[src/rtl/control_unit.sv]
// Hardwired fetch/decode/execute sequencer for the bus datapath.
// Strobes are decoded combinationally from the step state and the opcode held in IR.
module control_unit #(
  parameter int BITS = 32,
  parameter int OPW  = 5
) (
  input  logic            clk,
  input  logic            reset,
  input  logic [BITS-1:0] IRVal,
  input  logic            stop,
  output logic            CONin,
  output logic            PCin,
  output logic            IRin,
  output logic            RYin,
  output logic            RZin,
  output logic            MARin,
  output logic            HILOin,
  output logic            OUTPUTin,
  output logic            INTERin,
  output logic            MDRin,
  output logic            Read,
  output logic            Write,
  output logic            INPUTout,
  output logic            MDRout,
  output logic            HILOout,
  output logic            RZout,
  output logic            PCout,
  output logic            Cout,
  output logic            INTERout,
  output logic            BAout,
  output logic            Gra,
  output logic            Grb,
  output logic            Grc,
  output logic            Rout,
  output logic            Rin,
  output logic            ADD,
  output logic            SUB,
  output logic            MUL,
  output logic            DIV,
  output logic            SHR,
  output logic            SHL,
  output logic            ROR,
  output logic            ROL,
  output logic            AND,
  output logic            OR,
  output logic            NEGATE,
  output logic            NOT,
  output logic            IncPC,
  output logic            run,
  output logic            illegal
);

  typedef enum logic [3:0] {
    S_RST  = 4'd0,
    S_T0   = 4'd1,
    S_T1   = 4'd2,
    S_T2   = 4'd3,
    S_T3   = 4'd4,
    S_T4   = 4'd5,
    S_T5   = 4'd6,
    S_T6   = 4'd7,
    S_T7   = 4'd8,
    S_HALT = 4'd9
  } state_t;

  typedef enum logic [3:0] {
    C_LD   = 4'd0,
    C_LDI  = 4'd1,
    C_ST   = 4'd2,
    C_ALU  = 4'd3,
    C_IMM  = 4'd4,
    C_MD   = 4'd5,
    C_UN   = 4'd6,
    C_NOP  = 4'd7,
    C_HLT  = 4'd8,
    C_BAD  = 4'd9
  } op_class_t;

  // ALU select vector order: {ADD SUB MUL DIV SHR SHL ROR ROL AND OR NEGATE NOT}
  localparam logic [11:0] ALU_ADD = 12'b1000_0000_0000;
  localparam logic [11:0] ALU_SUB = 12'b0100_0000_0000;
  localparam logic [11:0] ALU_MUL = 12'b0010_0000_0000;
  localparam logic [11:0] ALU_DIV = 12'b0001_0000_0000;
  localparam logic [11:0] ALU_SHR = 12'b0000_1000_0000;
  localparam logic [11:0] ALU_SHL = 12'b0000_0100_0000;
  localparam logic [11:0] ALU_ROR = 12'b0000_0010_0000;
  localparam logic [11:0] ALU_ROL = 12'b0000_0001_0000;
  localparam logic [11:0] ALU_AND = 12'b0000_0000_1000;
  localparam logic [11:0] ALU_OR  = 12'b0000_0000_0100;
  localparam logic [11:0] ALU_NEG = 12'b0000_0000_0010;
  localparam logic [11:0] ALU_NOT = 12'b0000_0000_0001;

  function automatic op_class_t classify(input logic [OPW-1:0] op);
    case (op)
      5'd0:                                  classify = C_LD;
      5'd1:                                  classify = C_LDI;
      5'd2:                                  classify = C_ST;
      5'd3, 5'd4, 5'd5, 5'd6,
      5'd7, 5'd8, 5'd9, 5'd10:               classify = C_ALU;
      5'd11, 5'd12, 5'd13:                   classify = C_IMM;
      5'd14, 5'd15:                          classify = C_MD;
      5'd16, 5'd17:                          classify = C_UN;
      5'd26:                                 classify = C_NOP;
      5'd27:                                 classify = C_HLT;
      default:                               classify = C_BAD;
    endcase
  endfunction

  function automatic logic [11:0] alu_sel(input logic [OPW-1:0] op);
    case (op)
      5'd3, 5'd11: alu_sel = ALU_ADD;
      5'd4:        alu_sel = ALU_SUB;
      5'd5, 5'd12: alu_sel = ALU_AND;
      5'd6, 5'd13: alu_sel = ALU_OR;
      5'd7:        alu_sel = ALU_SHR;
      5'd8:        alu_sel = ALU_SHL;
      5'd9:        alu_sel = ALU_ROR;
      5'd10:       alu_sel = ALU_ROL;
      5'd14:       alu_sel = ALU_MUL;
      5'd15:       alu_sel = ALU_DIV;
      5'd16:       alu_sel = ALU_NEG;
      5'd17:       alu_sel = ALU_NOT;
      default:     alu_sel = 12'd0;
    endcase
  endfunction

  state_t          state_r;
  state_t          next_state_s;
  logic            illegal_r;
  logic            set_illegal_s;
  logic [OPW-1:0]  op_s;
  op_class_t       cls_s;
  logic [11:0]     alu_vec_s;
  logic            unused_ir_s;

  assign op_s        = IRVal[BITS-1 -: OPW];
  assign cls_s       = classify(op_s);
  assign unused_ir_s = ^IRVal[BITS-OPW-1:0];
  assign illegal     = illegal_r;
  assign {ADD, SUB, MUL, DIV, SHR, SHL, ROR, ROL, AND, OR, NEGATE, NOT} = alu_vec_s;

  // State register and sticky illegal-opcode flag.
  always_ff @(posedge clk) begin
    if (reset) begin
      state_r   <= S_RST;
      illegal_r <= 1'b0;
    end else begin
      state_r <= next_state_s;
      if (set_illegal_s) begin
        illegal_r <= 1'b1;
      end
    end
  end

  // Step decode: next state plus every datapath strobe for the current step.
  always_comb begin
    next_state_s  = state_r;
    set_illegal_s = 1'b0;
    alu_vec_s     = 12'd0;
    CONin    = 1'b0;  PCin     = 1'b0;  IRin    = 1'b0;  RYin   = 1'b0;
    RZin     = 1'b0;  MARin    = 1'b0;  HILOin  = 1'b0;  OUTPUTin = 1'b0;
    INTERin  = 1'b0;  MDRin    = 1'b0;  Read    = 1'b0;  Write  = 1'b0;
    INPUTout = 1'b0;  MDRout   = 1'b0;  HILOout = 1'b0;  RZout  = 1'b0;
    PCout    = 1'b0;  Cout     = 1'b0;  INTERout = 1'b0; BAout  = 1'b0;
    Gra      = 1'b0;  Grb      = 1'b0;  Grc     = 1'b0;  Rout   = 1'b0;
    Rin      = 1'b0;  IncPC    = 1'b0;

    case (state_r)
      S_RST: next_state_s = S_T0;
      S_T0: begin
        PCout = 1'b1; MARin = 1'b1; IncPC = 1'b1; RZin = 1'b1;
        next_state_s = S_T1;
      end
      S_T1: begin
        RZout = 1'b1; PCin = 1'b1; Read = 1'b1; MDRin = 1'b1;
        next_state_s = S_T2;
      end
      S_T2: begin
        MDRout = 1'b1; IRin = 1'b1;
        next_state_s = S_T3;
      end
      S_T3: begin
        case (cls_s)
          C_LD, C_LDI, C_ST: begin
            Grb = 1'b1; BAout = 1'b1; RYin = 1'b1;
            next_state_s = S_T4;
          end
          C_ALU, C_IMM: begin
            Grb = 1'b1; Rout = 1'b1; RYin = 1'b1;
            next_state_s = S_T4;
          end
          C_MD: begin
            Gra = 1'b1; Rout = 1'b1; RYin = 1'b1;
            next_state_s = S_T4;
          end
          C_UN: begin
            Grb = 1'b1; Rout = 1'b1; RZin = 1'b1; alu_vec_s = alu_sel(op_s);
            next_state_s = S_T4;
          end
          C_NOP:   next_state_s = stop ? S_HALT : S_T0;
          C_HLT:   next_state_s = S_HALT;
          default: begin
            // Undefined opcode: no strobes, latch the error and park.
            set_illegal_s = 1'b1;
            next_state_s  = S_HALT;
          end
        endcase
      end
      S_T4: begin
        case (cls_s)
          C_LD, C_LDI, C_ST: begin
            Cout = 1'b1; RZin = 1'b1; alu_vec_s = ALU_ADD;
            next_state_s = S_T5;
          end
          C_ALU: begin
            Grc = 1'b1; Rout = 1'b1; RZin = 1'b1; alu_vec_s = alu_sel(op_s);
            next_state_s = S_T5;
          end
          C_IMM: begin
            Cout = 1'b1; RZin = 1'b1; alu_vec_s = alu_sel(op_s);
            next_state_s = S_T5;
          end
          C_MD: begin
            Grb = 1'b1; Rout = 1'b1; RZin = 1'b1; alu_vec_s = alu_sel(op_s);
            next_state_s = S_T5;
          end
          C_UN: begin
            RZout = 1'b1; Gra = 1'b1; Rin = 1'b1;
            next_state_s = stop ? S_HALT : S_T0;
          end
          default: next_state_s = S_HALT;
        endcase
      end
      S_T5: begin
        case (cls_s)
          C_LD, C_ST: begin
            RZout = 1'b1; MARin = 1'b1;
            next_state_s = S_T6;
          end
          C_LDI, C_ALU, C_IMM: begin
            RZout = 1'b1; Gra = 1'b1; Rin = 1'b1;
            next_state_s = stop ? S_HALT : S_T0;
          end
          C_MD: begin
            RZout = 1'b1; HILOin = 1'b1;
            next_state_s = stop ? S_HALT : S_T0;
          end
          default: next_state_s = S_HALT;
        endcase
      end
      S_T6: begin
        case (cls_s)
          C_LD: begin
            Read = 1'b1; MDRin = 1'b1;
            next_state_s = S_T7;
          end
          C_ST: begin
            Gra = 1'b1; Rout = 1'b1; MDRin = 1'b1;
            next_state_s = S_T7;
          end
          default: next_state_s = S_HALT;
        endcase
      end
      S_T7: begin
        case (cls_s)
          C_LD: begin
            MDRout = 1'b1; Gra = 1'b1; Rin = 1'b1;
            next_state_s = stop ? S_HALT : S_T0;
          end
          C_ST: begin
            Write = 1'b1;
            next_state_s = stop ? S_HALT : S_T0;
          end
          default: next_state_s = S_HALT;
        endcase
      end
      S_HALT:  next_state_s = S_HALT;
      default: next_state_s = S_RST;
    endcase

    if ((state_r == S_RST) || (state_r == S_HALT)) begin
      run = 1'b0;
    end else begin
      run = 1'b1;
    end
  end

endmodule

[config.mk]
export PLATFORM = sky130hd
export DESIGN_NAME = control_unit
export DESIGN_NICKNAME = d
export VERILOG_FILES = /design/src/rtl/control_unit.sv
export SDC_FILE = /design/constraint.sdc
export NUM_CORES = 1
export LEC_CHECK = 0
export CORE_UTILIZATION = 35
export DETAILED_ROUTE_END_ITERATION = 12
export GPL_ROUTABILITY_DRIVEN = 0
export PLACE_DENSITY = 0.81
export SYNTH_ARGS = -nofsm -noshare
export SYNTH_HDL_FRONTEND = slang
export SYNTH_SLANG_ARGS = --single-unit
[constraint.sdc]
create_clock -name clk -period 2.7 [get_ports clk]
set_clock_uncertainty 0.1 [all_clocks]
set_input_delay 0.54 -clock clk [delete_from_list [all_inputs] [get_ports clk]]
set_output_delay 0.54 -clock clk [all_outputs]
set_load 0.01 [all_outputs]
==> summary.md <==
| Metric | Value |
|---|---|
| Vias | 1491 |
| Max-Cap Viols | 0 |
| CTS tree | yes |
| Seq/Total Area, Yosys | 9.57% |
| Synth Cell Area | 1050 µm² |
| Failing checks | DRC |
| Total grt overflow | 0 |
| Syn Inst Count | 168 |
| Final ANT Viol Nets | 0 |
| Inserted Diodes | 0 |
| Final period util | 98.1% |
| Worst Hold End | illegal |
| Avg WL per Cell | 13.1 µm |
| Clock Path Buffers | 2 |
| NumNets Final | 270 |
| Min-delay src | illegal |
| Switching share of power | 40.2% |
| First-pass GRT wire length | 5.53 mm |
| Post-synth EDFFs | 0 |
| Setup_tns | 0 ns |
| CP Max Fanout | 7 |
| Worst-case vdd ir drop | 0.272 mV |
| Synth-to-layout area growth | 63.8% |
| Slowest CP cell | or4_4 |
| Ys flop type | dfxtp_1 |
| Root Buffer Master | clkbuf_4 |
| Core Rows | 19 |
| Pin count of the biggest net entering global routing | 20 |
| Leak pwr | 0.784 nW |
| Post-synth ARST share | 0% |
| Status | finished with violations |
| FF-to-FF Start | state_r[2] |
| Gate power share | 60.6% |
| # setup viols final | 0 |
| Port bufs | 41 |
| Fill cell count | 271 |
| Hold Crit Depth | 2 |
| DRC Markers | 11 |
| WL final | 3.48 mm |
| Clk slew on worst S/H paths | 0.05 ns |
| Final instance area | 1710 µm² |
| DP Worst Slack | -0.571 ns |
| Starting Density | 37.3% |
| Die area | 3210 µm² |
| Tot Pwr | 0.444 mW |
| Hold_buf cts | 0 |
| Core outline area | 2810 µm² |
| Worst hold path class | flip-flop to flip-flop |
| Most common cell after layout, fill and taps aside | buf_4 |
| Layout cells sized above 1 | 27.8% |
| PD cells | 259 nW/µm² |
| Cell family with most CP delay | simple AND/OR/NAND/NOR gates |
| Sink Count | 5 |
| Clock Latency Late Sink | 0.24 ns |
| Highest Clock Rate | 377 MHz |
| DP Area | 1650 µm² |
| DR iter-0 viols | 62 |
| Worst setup margin | 0.0500 ns |
| Worst stage delay on the critical path | 0.58 ns |
| Vias in the first global route | 1293 |
| Yosys reg bits | 5 |
| RSZ-0062 raised after global routing | no |
| CP cell instances | clkbuf_4 -> or4_4 -> buf_6 -> nor3_2 -> nand3_1 -> nand3b_1 -> buf_2 |
| FF-to-FF setup slack | 0.95 ns |
| Final Util | 61.1% |
| Crit path launch type | primary input |
| DP HPWL | 2.58 mm |
| Synth unique cells | 47 |
| Seq pwr share | 20.0% |
| Die Span Y | 56.7 µm |
| Final Hold Fails | 0 |
| R2R depth | 6 |
| DRT Pass-1 Iters | 8 |
| Clock share of power | 19.4% |
| H-tree Lvls | 1 |
| Final min period | 2.65 ns |
| Vias/cell | 5.63 |
| Fin. max-slew vios | 0 |
| Critical path capture point type | output port |
| Commonest non-fill, non-tap cells in the layout | buf_4, nor3_1, dlygate4sd2_1 |
| CTS buffer count | 3 |
| RR Endpoint | state_r[3] |
| Pint | 0.265 mW |
| Synthesized area per cell | 6.23 µm² |
| Critical path class | primary input to output port |
| Crit path DAT | 2.01 ns |
| Net Switching | 0.179 mW |
| Worst path bufs/invs | 3 |
| Io pins | 75 |
| Req. time, crit path | 2.06 ns |
| Initial antenna violation count | 0 |
| Die W | 56.7 µm |
| Gr usage total | 21.6% |
| Synth Warn # | 0 |
==> cell families (layout without fill, tap and decap cells) <==
kind of cell	count (synthesis)	after routing	share of synthesized area [%]
compound gates	39	39	25.1
flops	5	5	9.57
simple gates	88	88	45.5
xor+xnor	5	5	4.19
buf+inv	30	91	15.3
other cells	1	6	0.359
==> how the worst max path moves through the flow <==
stage,from,to,cells after the start
2_1_floorplan,IRVal[29],Read,6
3_3_place_gp,IRVal[31],Read,6
3_5_place_dp,IRVal[31],Gra,6
4_1_cts,IRVal[31],Read,8
5_1_grt,IRVal[31],Read,7
6_report,IRVal[31],Gra,7
==> through the flow <==
step	cells	hold slack (ns)
2_1_floorplan	173	0.363
3_3_place_gp	257	0.337
3_5_place_dp	257	0.348
4_1_cts	266	0.355
5_1_grt	265	0.388
6_report	265	0.360
==> per-layer routing <==
layer / global-route usage [%] / part of all wire [%]
met2: 38.4 / 49
met3: 2.07 / 6.1
met1: 27.5 / 44
met5: 0 / 0
met4: 5.71 / 1.3
==> cell type report <==
cell class                      instances  area [µm²]  share of cell area [%]
Multi-Input combinational cell        138         860                    50.2
Timing Repair Buffer                   82         669                    39.1
Sequential cell                         5         100                    5.84
Tap cell                               31        38.8                    2.26
Clock buffer                            4        26.3                    1.53
Inverter                                5        18.8                    1.10
==> Yosys cell counts (2+ instances only) <==
cell / instances / area (µm²)
a21oi_1: 11 / 55.1
nand3_1: 7 / 35.0
dfxtp_1: 5 / 100
a211oi_1: 2 / 15.0
o21a_1: 4 / 30.0
o2111ai_1: 2 / 17.5
buf_6: 2 / 22.5
nand2_1: 13 / 48.8
xor2_1: 3 / 26.3
clkbuf_1: 10 / 37.5
or2_2: 4 / 25.0
nand2b_1: 7 / 43.8
nor4b_1: 2 / 17.5
nand3b_1: 2 / 15.0
o21ai_0: 5 / 25.0
or3_1: 2 / 12.5
nor3_1: 24 / 120
a31oi_1: 4 / 25.0
nor2b_1: 2 / 12.5
buf_4: 7 / 52.6
buf_2: 5 / 25.0
nor2_1: 13 / 48.8
xnor2_1: 2 / 17.5
and3_1: 3 / 18.8
inv_1: 5 / 18.8
==> worst min-delay path: cells and delay by family (launching register included) <==
family / cells / cell delay, ns
AOI/OAI and AO/OA: 1 / 0.06
DFF: 1 / 0.30
buffers and inverters: 1 / 0.05
==> what timing repair did <==
item                       4_1_cts  5_1_grt
pin swaps                        4        3
setup buffers                    5        0
gates cloned                     0        0
gates resized for setup         58        8
setup endpoints to repair       28        6
==> registers in the layout (all words and copies together) (netlist names) <==
| signal | flops |
|---|---|
| state_r | 4 |
| illegal | 1 |
==> power groups by stage <==
stage               sequential (mW)  clock [mW]  combinational [mW]
floorplan                    0.0854           0               0.153
global placement             0.0880           0               0.257
detailed placement           0.0882           0               0.260
CTS                          0.0884      0.0901               0.265
global route                 0.0889      0.0958               0.290
finish                       0.0888      0.0862               0.269
No activity file was read; power rests on OpenSTA's default activity.
